### src/rtl/aes_hw_verify_ctrl_if.sv
// ROM fetch and AES core handshake bundle for the verification sequencer.
// master = sequencer side, slave = ROM/AES side.
interface aes_hw_verify_ctrl_if #(
    parameter int DATA_W = 128,
    parameter int KEY_W  = 128,
    parameter int ADDR_W = 8
);
    logic [ADDR_W-1:0]         rom_addr;
    logic [KEY_W+2*DATA_W-1:0] rom_data;
    logic                      dut_in_valid;
    logic                      dut_in_ready;
    logic [KEY_W-1:0]          dut_key;
    logic [DATA_W-1:0]         dut_din;
    logic                      dut_out_valid;
    logic [DATA_W-1:0]         dut_dout;

    modport master (
        output rom_addr,
        output dut_in_valid,
        output dut_key,
        output dut_din,
        input  rom_data,
        input  dut_in_ready,
        input  dut_out_valid,
        input  dut_dout
    );

    modport slave (
        input  rom_addr,
        input  dut_in_valid,
        input  dut_key,
        input  dut_din,
        output rom_data,
        output dut_in_ready,
        output dut_out_valid,
        output dut_dout
    );
endinterface

### src/rtl/aes_hw_verify_ctrl.sv
// Golden-vector sequencer: fetches {key, pt, ct} from ROM, drives the AES core,
// checks results and keeps saturating total/correct/timeout counts.
module aes_hw_verify_ctrl #(
    parameter int DATA_W  = 128,
    parameter int KEY_W   = 128,
    parameter int NUM_VEC = 256,
    parameter int ADDR_W  = 8,
    parameter int CNT_W   = 16,
    parameter int TIMEOUT = 1023
) (
    input  logic                     clk,
    input  logic                     rst_n,
    input  logic                     work,
    input  logic                     continuous,
    input  logic                     stop_on_err,
    aes_hw_verify_ctrl_if.master     bus,
    output logic [CNT_W-1:0]         total,
    output logic [CNT_W-1:0]         correct,
    output logic [CNT_W-1:0]         timeouts,
    output logic                     fail_seen,
    output logic [ADDR_W-1:0]        first_fail_idx,
    output logic                     busy,
    output logic                     done
);
    localparam int TW = $clog2(TIMEOUT + 1);

    typedef enum logic [2:0] {
        S_IDLE,
        S_FETCH,
        S_LOAD,
        S_SEND,
        S_WAIT,
        S_CHECK,
        S_DONE
    } state_t;

    state_t              r_state;
    logic                r_work_q;
    logic                r_cont;
    logic                r_soe;
    logic [ADDR_W-1:0]   r_idx;
    logic [ADDR_W-1:0]   r_rom_addr;
    logic                r_in_valid;
    logic [KEY_W-1:0]    r_key;
    logic [DATA_W-1:0]   r_din;
    logic [DATA_W-1:0]   r_exp;
    logic [DATA_W-1:0]   r_res;
    logic                r_to;
    logic [TW-1:0]       r_timer;
    logic [CNT_W-1:0]    r_total;
    logic [CNT_W-1:0]    r_correct;
    logic [CNT_W-1:0]    r_timeouts;
    logic                r_fail_seen;
    logic [ADDR_W-1:0]   r_ffi;
    logic                r_busy;
    logic                r_done;

    logic                w_rise;
    logic                w_fail;
    logic                w_last;
    logic                w_tmo;
    logic [ADDR_W-1:0]   w_nidx;

    function automatic logic [CNT_W-1:0] sat_inc(input logic [CNT_W-1:0] v);
        return (&v) ? v : v + CNT_W'(1);
    endfunction

    assign w_rise = work & ~r_work_q;
    // A timeout fails the vector even if the stale result register matches.
    assign w_fail = r_to | (r_res != r_exp);
    assign w_last = (r_idx == ADDR_W'(NUM_VEC - 1));
    assign w_tmo  = (r_timer == TW'(TIMEOUT - 1));
    assign w_nidx = w_last ? '0 : r_idx + ADDR_W'(1);

    always_ff @(posedge clk or negedge rst_n) begin
        if (!rst_n) begin
            r_state     <= S_IDLE;
            r_work_q    <= 1'b0;
            r_cont      <= 1'b0;
            r_soe       <= 1'b0;
            r_idx       <= '0;
            r_rom_addr  <= '0;
            r_in_valid  <= 1'b0;
            r_key       <= '0;
            r_din       <= '0;
            r_exp       <= '0;
            r_res       <= '0;
            r_to        <= 1'b0;
            r_timer     <= '0;
            r_total     <= '0;
            r_correct   <= '0;
            r_timeouts  <= '0;
            r_fail_seen <= 1'b0;
            r_ffi       <= '0;
            r_busy      <= 1'b0;
            r_done      <= 1'b0;
        end else begin
            r_work_q <= work;
            unique case (r_state)
                S_IDLE, S_DONE: begin
                    if (w_rise) begin
                        r_cont      <= continuous;
                        r_soe       <= stop_on_err;
                        r_idx       <= '0;
                        r_rom_addr  <= '0;
                        r_total     <= '0;
                        r_correct   <= '0;
                        r_timeouts  <= '0;
                        r_fail_seen <= 1'b0;
                        r_ffi       <= '0;
                        r_busy      <= 1'b1;
                        r_done      <= 1'b0;
                        r_state     <= S_FETCH;
                    end else if (!work && r_state == S_DONE) begin
                        r_done  <= 1'b0;
                        r_state <= S_IDLE;
                    end
                end
                S_FETCH: begin
                    r_rom_addr <= r_idx;
                    r_state    <= S_LOAD;
                end
                S_LOAD: begin
                    r_key      <= bus.rom_data[KEY_W+2*DATA_W-1 -: KEY_W];
                    r_din      <= bus.rom_data[2*DATA_W-1 -: DATA_W];
                    r_exp      <= bus.rom_data[DATA_W-1:0];
                    r_in_valid <= 1'b1;
                    r_state    <= S_SEND;
                end
                S_SEND: begin
                    if (bus.dut_in_ready) begin
                        r_in_valid <= 1'b0;
                        r_timer    <= '0;
                        r_state    <= S_WAIT;
                    end
                end
                S_WAIT: begin
                    // A result in the expiry cycle still wins over the timeout.
                    if (bus.dut_out_valid) begin
                        r_res   <= bus.dut_dout;
                        r_to    <= 1'b0;
                        r_state <= S_CHECK;
                    end else if (w_tmo) begin
                        r_to    <= 1'b1;
                        r_state <= S_CHECK;
                    end else begin
                        r_timer <= r_timer + TW'(1);
                    end
                end
                S_CHECK: begin
                    r_total <= sat_inc(r_total);
                    if (!w_fail) r_correct <= sat_inc(r_correct);
                    if (r_to) r_timeouts <= sat_inc(r_timeouts);
                    if (w_fail && !r_fail_seen) begin
                        r_fail_seen <= 1'b1;
                        r_ffi       <= r_idx;
                    end
                    if (r_soe && w_fail) begin
                        r_busy  <= 1'b0;
                        r_done  <= 1'b1;
                        r_state <= S_DONE;
                    end else if (!work) begin
                        r_busy  <= 1'b0;
                        r_state <= S_IDLE;
                    end else if (w_last && !r_cont) begin
                        r_busy  <= 1'b0;
                        r_done  <= 1'b1;
                        r_state <= S_DONE;
                    end else begin
                        r_idx      <= w_nidx;
                        r_rom_addr <= w_nidx;
                        r_state    <= S_FETCH;
                    end
                end
                default: begin
                    r_busy     <= 1'b0;
                    r_done     <= 1'b0;
                    r_in_valid <= 1'b0;
                    r_state    <= S_IDLE;
                end
            endcase
        end
    end

    assign bus.rom_addr     = r_rom_addr;
    assign bus.dut_in_valid = r_in_valid;
    assign bus.dut_key      = r_key;
    assign bus.dut_din      = r_din;
    assign total            = r_total;
    assign correct          = r_correct;
    assign timeouts         = r_timeouts;
    assign fail_seen        = r_fail_seen;
    assign first_fail_idx   = r_ffi;
    assign busy             = r_busy;
    assign done             = r_done;
endmodule

### src/flat_wrapper.sv
// flat-port wrapper written by rule: the top's interface ports become plain ports
module aes_hw_verify_ctrl_flat 
#(
    parameter int DATA_W  = 128,
    parameter int KEY_W   = 128,
    parameter int NUM_VEC = 256,
    parameter int ADDR_W  = 8,
    parameter int CNT_W   = 16,
    parameter int TIMEOUT = 1023
)
  (clk, rst_n, work, continuous, stop_on_err, total, correct, timeouts, fail_seen, first_fail_idx, busy, done, bus_rom_addr, bus_dut_in_valid, bus_dut_key, bus_dut_din, bus_rom_data, bus_dut_in_ready, bus_dut_out_valid, bus_dut_dout);
  aes_hw_verify_ctrl_if #(.DATA_W(DATA_W), .KEY_W(KEY_W), .ADDR_W(ADDR_W)) bus_i ();
  input  logic clk;
  input  logic rst_n;
  input  logic work;
  input  logic continuous;
  input  logic stop_on_err;
  output logic [CNT_W-1:0] total;
  output logic [CNT_W-1:0] correct;
  output logic [CNT_W-1:0] timeouts;
  output logic fail_seen;
  output logic [ADDR_W-1:0] first_fail_idx;
  output logic busy;
  output logic done;
  output wire logic [$bits(bus_i.rom_addr)-1:0] bus_rom_addr;
  output wire logic [$bits(bus_i.dut_in_valid)-1:0] bus_dut_in_valid;
  output wire logic [$bits(bus_i.dut_key)-1:0] bus_dut_key;
  output wire logic [$bits(bus_i.dut_din)-1:0] bus_dut_din;
  input wire logic [$bits(bus_i.rom_data)-1:0] bus_rom_data;
  input wire logic [$bits(bus_i.dut_in_ready)-1:0] bus_dut_in_ready;
  input wire logic [$bits(bus_i.dut_out_valid)-1:0] bus_dut_out_valid;
  input wire logic [$bits(bus_i.dut_dout)-1:0] bus_dut_dout;
  assign bus_rom_addr = bus_i.rom_addr;
  assign bus_dut_in_valid = bus_i.dut_in_valid;
  assign bus_dut_key = bus_i.dut_key;
  assign bus_dut_din = bus_i.dut_din;
  assign bus_i.rom_data = bus_rom_data;
  assign bus_i.dut_in_ready = bus_dut_in_ready;
  assign bus_i.dut_out_valid = bus_dut_out_valid;
  assign bus_i.dut_dout = bus_dut_dout;
  aes_hw_verify_ctrl #(.DATA_W(DATA_W), .KEY_W(KEY_W), .NUM_VEC(NUM_VEC), .ADDR_W(ADDR_W), .CNT_W(CNT_W), .TIMEOUT(TIMEOUT)) u_core (.clk(clk), .rst_n(rst_n), .work(work), .continuous(continuous), .stop_on_err(stop_on_err), .bus(bus_i), .total(total), .correct(correct), .timeouts(timeouts), .fail_seen(fail_seen), .first_fail_idx(first_fail_idx), .busy(busy), .done(done));
endmodule
### config.mk
export PLATFORM = sky130hd
export DESIGN_NAME = aes_hw_verify_ctrl_flat
export DESIGN_NICKNAME = d
export VERILOG_FILES = /design/src/rtl/aes_hw_verify_ctrl_if.sv /design/src/rtl/aes_hw_verify_ctrl.sv /design/src/flat_wrapper.sv
export SDC_FILE = /design/constraint.sdc
export NUM_CORES = 1
export LEC_CHECK = 0
export BUFFER_PORTS_ARGS = -buffer_cell sky130_fd_sc_hd__buf_2
export CORE_AREA = 2 2 330 332
export CTS_CLUSTER_DIAMETER = 150
export DETAILED_ROUTE_END_ITERATION = 12
export DIE_AREA = 0 0 332 334
export SYNTH_ARGS = -nofsm -noshare
export SYNTH_HDL_FRONTEND = slang
export SYNTH_SLANG_ARGS = --single-unit
### constraint.sdc
create_clock -name clk -period 3.8 [get_ports clk]
set_clock_uncertainty 0.2 [all_clocks]
set_input_delay 0.19 -clock clk [delete_from_list [all_inputs] [get_ports clk]]
set_output_delay 0.19 -clock clk [all_outputs]
set_load 0.01 [all_outputs]
Yosys cells after proc, flatten, opt, wreduce, memory -nomap -nowiden. Cells that the tools add are included.

$add $sub $neg: 5. Equality and inequality tests: 27. Mux-type cells: 49. Bitwise gates (word level): 5. Reduce and logical (&&, ||, !) cells: 32.

Operators with widths (count): != test 128 bit (1); two-way mux 16 bit (6); case mux 16 bit (2 select lines) (3); adder 16 x 1 -> 16 bit (second input constant) (3); two-way mux 8 bit (6); AND reduction 16 bit (3); case mux 8 bit (2 select lines) (2); two-way mux 10 bit (3); two-way mux 3 bit (8); case mux 8 bit (3 select lines) (1); != test 2 bit (second input constant) (10); case mux 10 bit (2 select lines) (1); case mux 3 bit (6 select lines) (1); AND reduction 4 bit (4); two-way mux 1 bit (14); AND reduction 3 bit (4); adder 10 x 1 -> 10 bit (second input constant) (1); equality test 10 bit (second input constant) (1); AND reduction 5 bit (2); equality test 3 bit (second input constant) (3); case mux 1 bit (3 select lines) (3); adder 8 x 1 -> 8 bit (second input constant) (1); equality test 8 bit (second input constant) (1); AND reduction 2 bit (4); other kinds (18) (32).

Register bits: 605. Bits of input ports: 519. Output and inout bits: 324. Word-level logic and storage cells: 138.

Logic depth before layout (Yosys ltp).
Depth after elaboration: 6. Mapped depth: 10.

Least setup slack after synthesis. No wires, ideal clock.

Path kind: register to register. Start point: register u_core.r_exp[45]. End point: register u_core.r_correct[10], in the netlist u_core.correct[10]. Arrival: 2.642 ns. Required time: 3.534 ns. Slack: 0.892 ns. Cell stages (with the launch flop): 10. Buffers on the path: 1. Period minus slack after synthesis: 2.908 ns. Cells stage by stage: dfrtp_1 -> nor2b_1 -> a2111o_1 -> a2111oi_2 -> nand4_1 -> nor4_4 -> nand4_2 -> buf_6 -> or4_1 -> nand2_1.

Cells in the longest elaborated chain, start to end: 4.

Ends and longest elaborated chain: from (decl) (RTL line aes_hw_verify_ctrl.sv:46) `logic [DATA_W-1:0] r_exp;`; from (signal assigned) (RTL line aes_hw_verify_ctrl.sv:126) `r_exp <= bus.rom_data[DATA_W-1:0];`; != test 128 bit (RTL line aes_hw_verify_ctrl.sv:70) `assign w_fail = r_to | (r_res != r_exp);`; bitwise OR 1 bit (RTL line aes_hw_verify_ctrl.sv:70); != test 2 bit (no line); AND reduction 4 bit (no line); to (signal assigned) (RTL line aes_hw_verify_ctrl.sv:152) `if (!w_fail) r_correct <= sat_inc(r_correct);`; to (decl) (RTL line aes_hw_verify_ctrl.sv:51) `logic [CNT_W-1:0] r_correct;`.

No other way between the ends. A chain may end at the register's enable or synchronous reset.

Worst setup path in the final report.
Start point: register u_core.r_res[0]. End point: register u_core.r_rom_addr[1], in the netlist u_core.bus.rom_addr[1].

Cells in the longest elaborated chain, start to end: 5.

Ends and longest elaborated chain: from (decl) (RTL line aes_hw_verify_ctrl.sv:47) `logic [DATA_W-1:0] r_res;`; from (signal assigned) (RTL line aes_hw_verify_ctrl.sv:140) `r_res <= bus.dut_dout;`; != test 128 bit (RTL line aes_hw_verify_ctrl.sv:70); bitwise OR 1 bit (RTL line aes_hw_verify_ctrl.sv:70); logical AND 1 bit (RTL line aes_hw_verify_ctrl.sv:158) `if (r_soe && w_fail) begin`; != test 2 bit (no line); AND reduction 5 bit (no line); to (signal assigned) (RTL line aes_hw_verify_ctrl.sv:120) `r_rom_addr <= r_idx;`; to (signal assigned) (RTL line aes_hw_verify_ctrl.sv:171) `r_rom_addr <= w_nidx;`; to (decl) (RTL line aes_hw_verify_ctrl.sv:42) `logic [ADDR_W-1:0] r_rom_addr;`.

No other way between the ends.

==> metrics.cfg <==
[placement]
portBuffers = 842
pre_cts_slack_ns = 0.4504
hpwlAfterDp_um = 75880
gp_congestion = 0.8637

[die]
io_pins = 843
die_width_um = 332
die-area_mm2 = 0.1109
num_rows = 121
die_h_um = 334
core_area_mm2 = 0.1078
start_util_pct = 23.34

[timing]
slew-limit-headroom_pct = 35.91
setup_viol = 0
slew_viol_final = 0
finalCriticalPeriod_ns = 3.449
hold_viol_final = 3
clock.fmax_ghz = 0.2900
fin_crit_sh_pct = 90.75
tns_ns = 0
postLayoutSetupSlackWorst_ns = 0.3515
hold_slack_ns = -0.004546
tightest_slew_ns = 0.9613
rsz0062_at_grt = no

[synth]
ys_types = 66
synth_seq_cells = 605
synth.cell_area_mm2 = 0.02516
synth_flop_cell = dfrtp_1
async_flop_share_pct = 100.0
syn_inst = 1887
avgSynthCellArea_um2 = 13.33
synth_enable_flop_cells = 0
ys_warn_count = 0
synth_nets = 2412
yosysSeqAreaShare_pct = 60.18

[setup_path]
cp_cell_sequence = nand2b_1 > o2111ai_1 > a2111oi_0 > nand4_1 > nor4_4 > a31oi_1 > or2_1 > o221a_1
end_kind = flop
timing.critical_path.buf_inv = 0
startpoint = u_core.r_res[0]
worstPathRequired_ns = 4.10
crit_path_max_incr_delay_ns = 0.68
worstPathArrival_ns = 3.75
crit_fanout = 5
r2r-start = u_core.r_res[0]
cp_slowest_cell = a2111oi_0
start_kind = flop
crit_type = flop to flop
path_delay_family = compound AO/OA/AOI/OAI gates

[detailed_routing]
wirelength_um = 101800
routedWlPerCell_um = 21.23
viasPerCell = 4.363
vias = 20927
drt-initial-drc-count = 956
drtAntennaViolNets = 0
first_pass_iters = 8
route.detailed.drc = 0

[layout]
drive_above_1_share_pct = 44.56
area_growth_pct = 55.51
nets = 3814

[power_and_ir_drop]
irDropWorstVdd_v = 0.0006127
cellLeakagePower_nw = 17.98
p_per_area_mw_per_mm2 = 792.3

[run_status]
status = complete, but fails checks
violations = hold timing

[grt]
first_global_vias = 22433
grt_overflow_total = 0
grt.total_usage_pct = 17.97
antenna_found_initial = 80
grt_pass1_wl_um = 148300
grt_max_degree = 137

[clock_network]
cts_sinks = 605
cts-root-buf = clkbuf_16
htree_levels = 3
numCtsBuffers = 73
cts_tree = built
post_cts.repair.setup_buffers = 0
insertion_delay_ns = 0.63
clk_pin_slew_ns = 0.06
cts_buffer_depth = 3

[job]
drv_cap = 0

[hold_path]
hold_class = input pin to async pin

[cell usage after synthesis (3+ instances only)]
library cell | instances | area, µm²
xor2_1 | 40 | 350.3
o2bb2ai_1 | 6 | 52.55
xnor2_1 | 54 | 473.0
o211ai_1 | 9 | 67.56
ha_1 | 6 | 75.07
o22ai_1 | 18 | 112.6
buf_1 | 8 | 30.03
or3_1 | 14 | 87.58
and4_1 | 6 | 52.55
mux2_2 | 473 | 5326
a2111oi_0 | 7 | 61.31
or4_1 | 10 | 75.07
nand2_1 | 101 | 379.1
dfrtp_1 | 605 | 15140
nand2b_1 | 20 | 125.1
nand4_1 | 24 | 150.1
o21ai_0 | 80 | 400.4
a2111o_1 | 7 | 78.83
and3_1 | 16 | 100.1
nand3_1 | 42 | 210.2
o21bai_1 | 3 | 22.52
nor4_1 | 15 | 93.84
nor2_1 | 47 | 176.4
nor2b_1 | 30 | 187.7
or2_2 | 3 | 18.77
o2111ai_1 | 6 | 52.55
nor3_1 | 12 | 60.06
a221oi_1 | 3 | 26.28
a21oi_1 | 25 | 125.1
o221ai_1 | 3 | 26.28
a22o_1 | 4 | 35.03
inv_1 | 69 | 259.0
clkbuf_1 | 69 | 259.0
o21ai_1 | 3 | 15.01
a31oi_1 | 6 | 37.54
[final cells by class]
class                      instances  area [µm²]
multi-input combinational       1134        9468
tap                             1414        1769
sequential                       605       15140
fill                           10528       68670
clock buffer                      97        2039
timing repair buffer            1405        9912
clock inverter                    33       430.4
antenna                           39       97.59
inverter                          70       262.8
[power breakdown]
part | switching (W) | internal (W)
Sequential | 0.00211 | 0.00961
Combinational | 0.00581 | 0.00615
Clock | 0.00296 | 0.00435
Total | 0.0109 | 0.0201
[cells by family (layout without fill, tap and decap cells)]
family | after synthesis | count (layout) | synth area share [%]
simple gates | 351 | 351 | 7.267
compound gates | 208 | 208 | 5.486
buf+inv | 148 | 1605 | 2.238
flops | 605 | 605 | 60.18
mux | 475 | 475 | 21.25
other cells | 0 | 39 | 0
xor+xnor | 94 | 94 | 3.273
fa+ha+maj | 6 | 6 | 0.2984
[worst paths after layout]
check / to / slack, ns / cells past startpoint
max in group asynchronous: u_core.r_res[84] / 2.39 / 3
setup / recovery: u_core.bus.rom_addr[1] / 0.35 / 8
min in group clk: u_core.bus.dut_din[45] / 0.12 / 3
setup reg to reg: u_core.bus.rom_addr[1] / 0.35 / 8
hold / removal: u_core.r_res[125] / -0.005 / 2
hold reg to reg: u_core.r_timer[9] / 0.29 / 1
[timing repair]
item / 4_1_cts / 5_1_grt
endpoints found under the hold margin: 702 / 0
resized for setup: 0 / 0
hold buffers: 519 / 0
[cells in the final DEF, fill, tap and decap left out, types with 4 or more instances in the layout]
cell type and count:
or3_1 14, nor4_1 15, inv_1 69, o2bb2ai_1 6, o21ai_0 80, nand4_1 24
o211ai_1 9, o2111ai_1 6, or4_1 10, a2111oi_0 7, a22o_1 4, clkbuf_1 14
dlygate4sd3_1 519, buf_2 841, and4_1 6, a21oi_1 25, clkbuf_8 8, nor2_1 47
nand2_1 101, dfrtp_1 605, clkinv_2 14, nor2b_1 30, buf_12 13, xor2_1 40
xnor2_1 54, mux2_2 473, diode_2 39, inv_6 4, buf_4 31, and3_1 15
o22ai_1 18, bufinv_16 8, nor3_1 10, clkbuf_16 75, a2111o_1 7, nand3_1 42
a31oi_1 6, ha_1 6, nand2b_1 20
[state kept, by name, indices dropped and copies added (netlist names), 3 cells and up]
register	flops
u_core.bus.dut_din	128
u_core.bus.dut_key	128
u_core.bus.rom_addr	8
u_core.correct	16
u_core.first_fail_idx	8
u_core.r_exp	128
u_core.r_idx	8
u_core.r_res	128
u_core.r_state	3
u_core.r_timer	10
u_core.timeouts	16
u_core.total	16
[through the flow]
step / utilization (%) / power (W) / hold slack, ns / area (µm²) / cells
6_report: 36.29 / 0.03099 / -0.004546 / 39120 / 4797
5_1_grt: 36.27 / 0.03279 / 0.04403 / 39090 / 4786
4_1_cts: 36.20 / 0.03120 / 0.004730 / 39020 / 4758
3_3_place_gp: 29.09 / 0.02296 / 0.1081 / 31360 / 4109
2_1_floorplan: - / 0.01856 / -0.3056 / 25160 / 1887
3_5_place_dp: 29.09 / 0.02319 / 0.1158 / 31360 / 4109
[layer usage]
layer | global-route usage [%] | wire, µm | up-vias
met5 | 0 | 333 | -
li1 | - | - | 9587
met3 | 5.642 | 7284 | 220
met4 | 6.586 | 3015 | 50
met2 | 30.76 | 50490 | 724
met1 | 21.07 | 40700 | 10346
(Power assumes the default switching activity.)
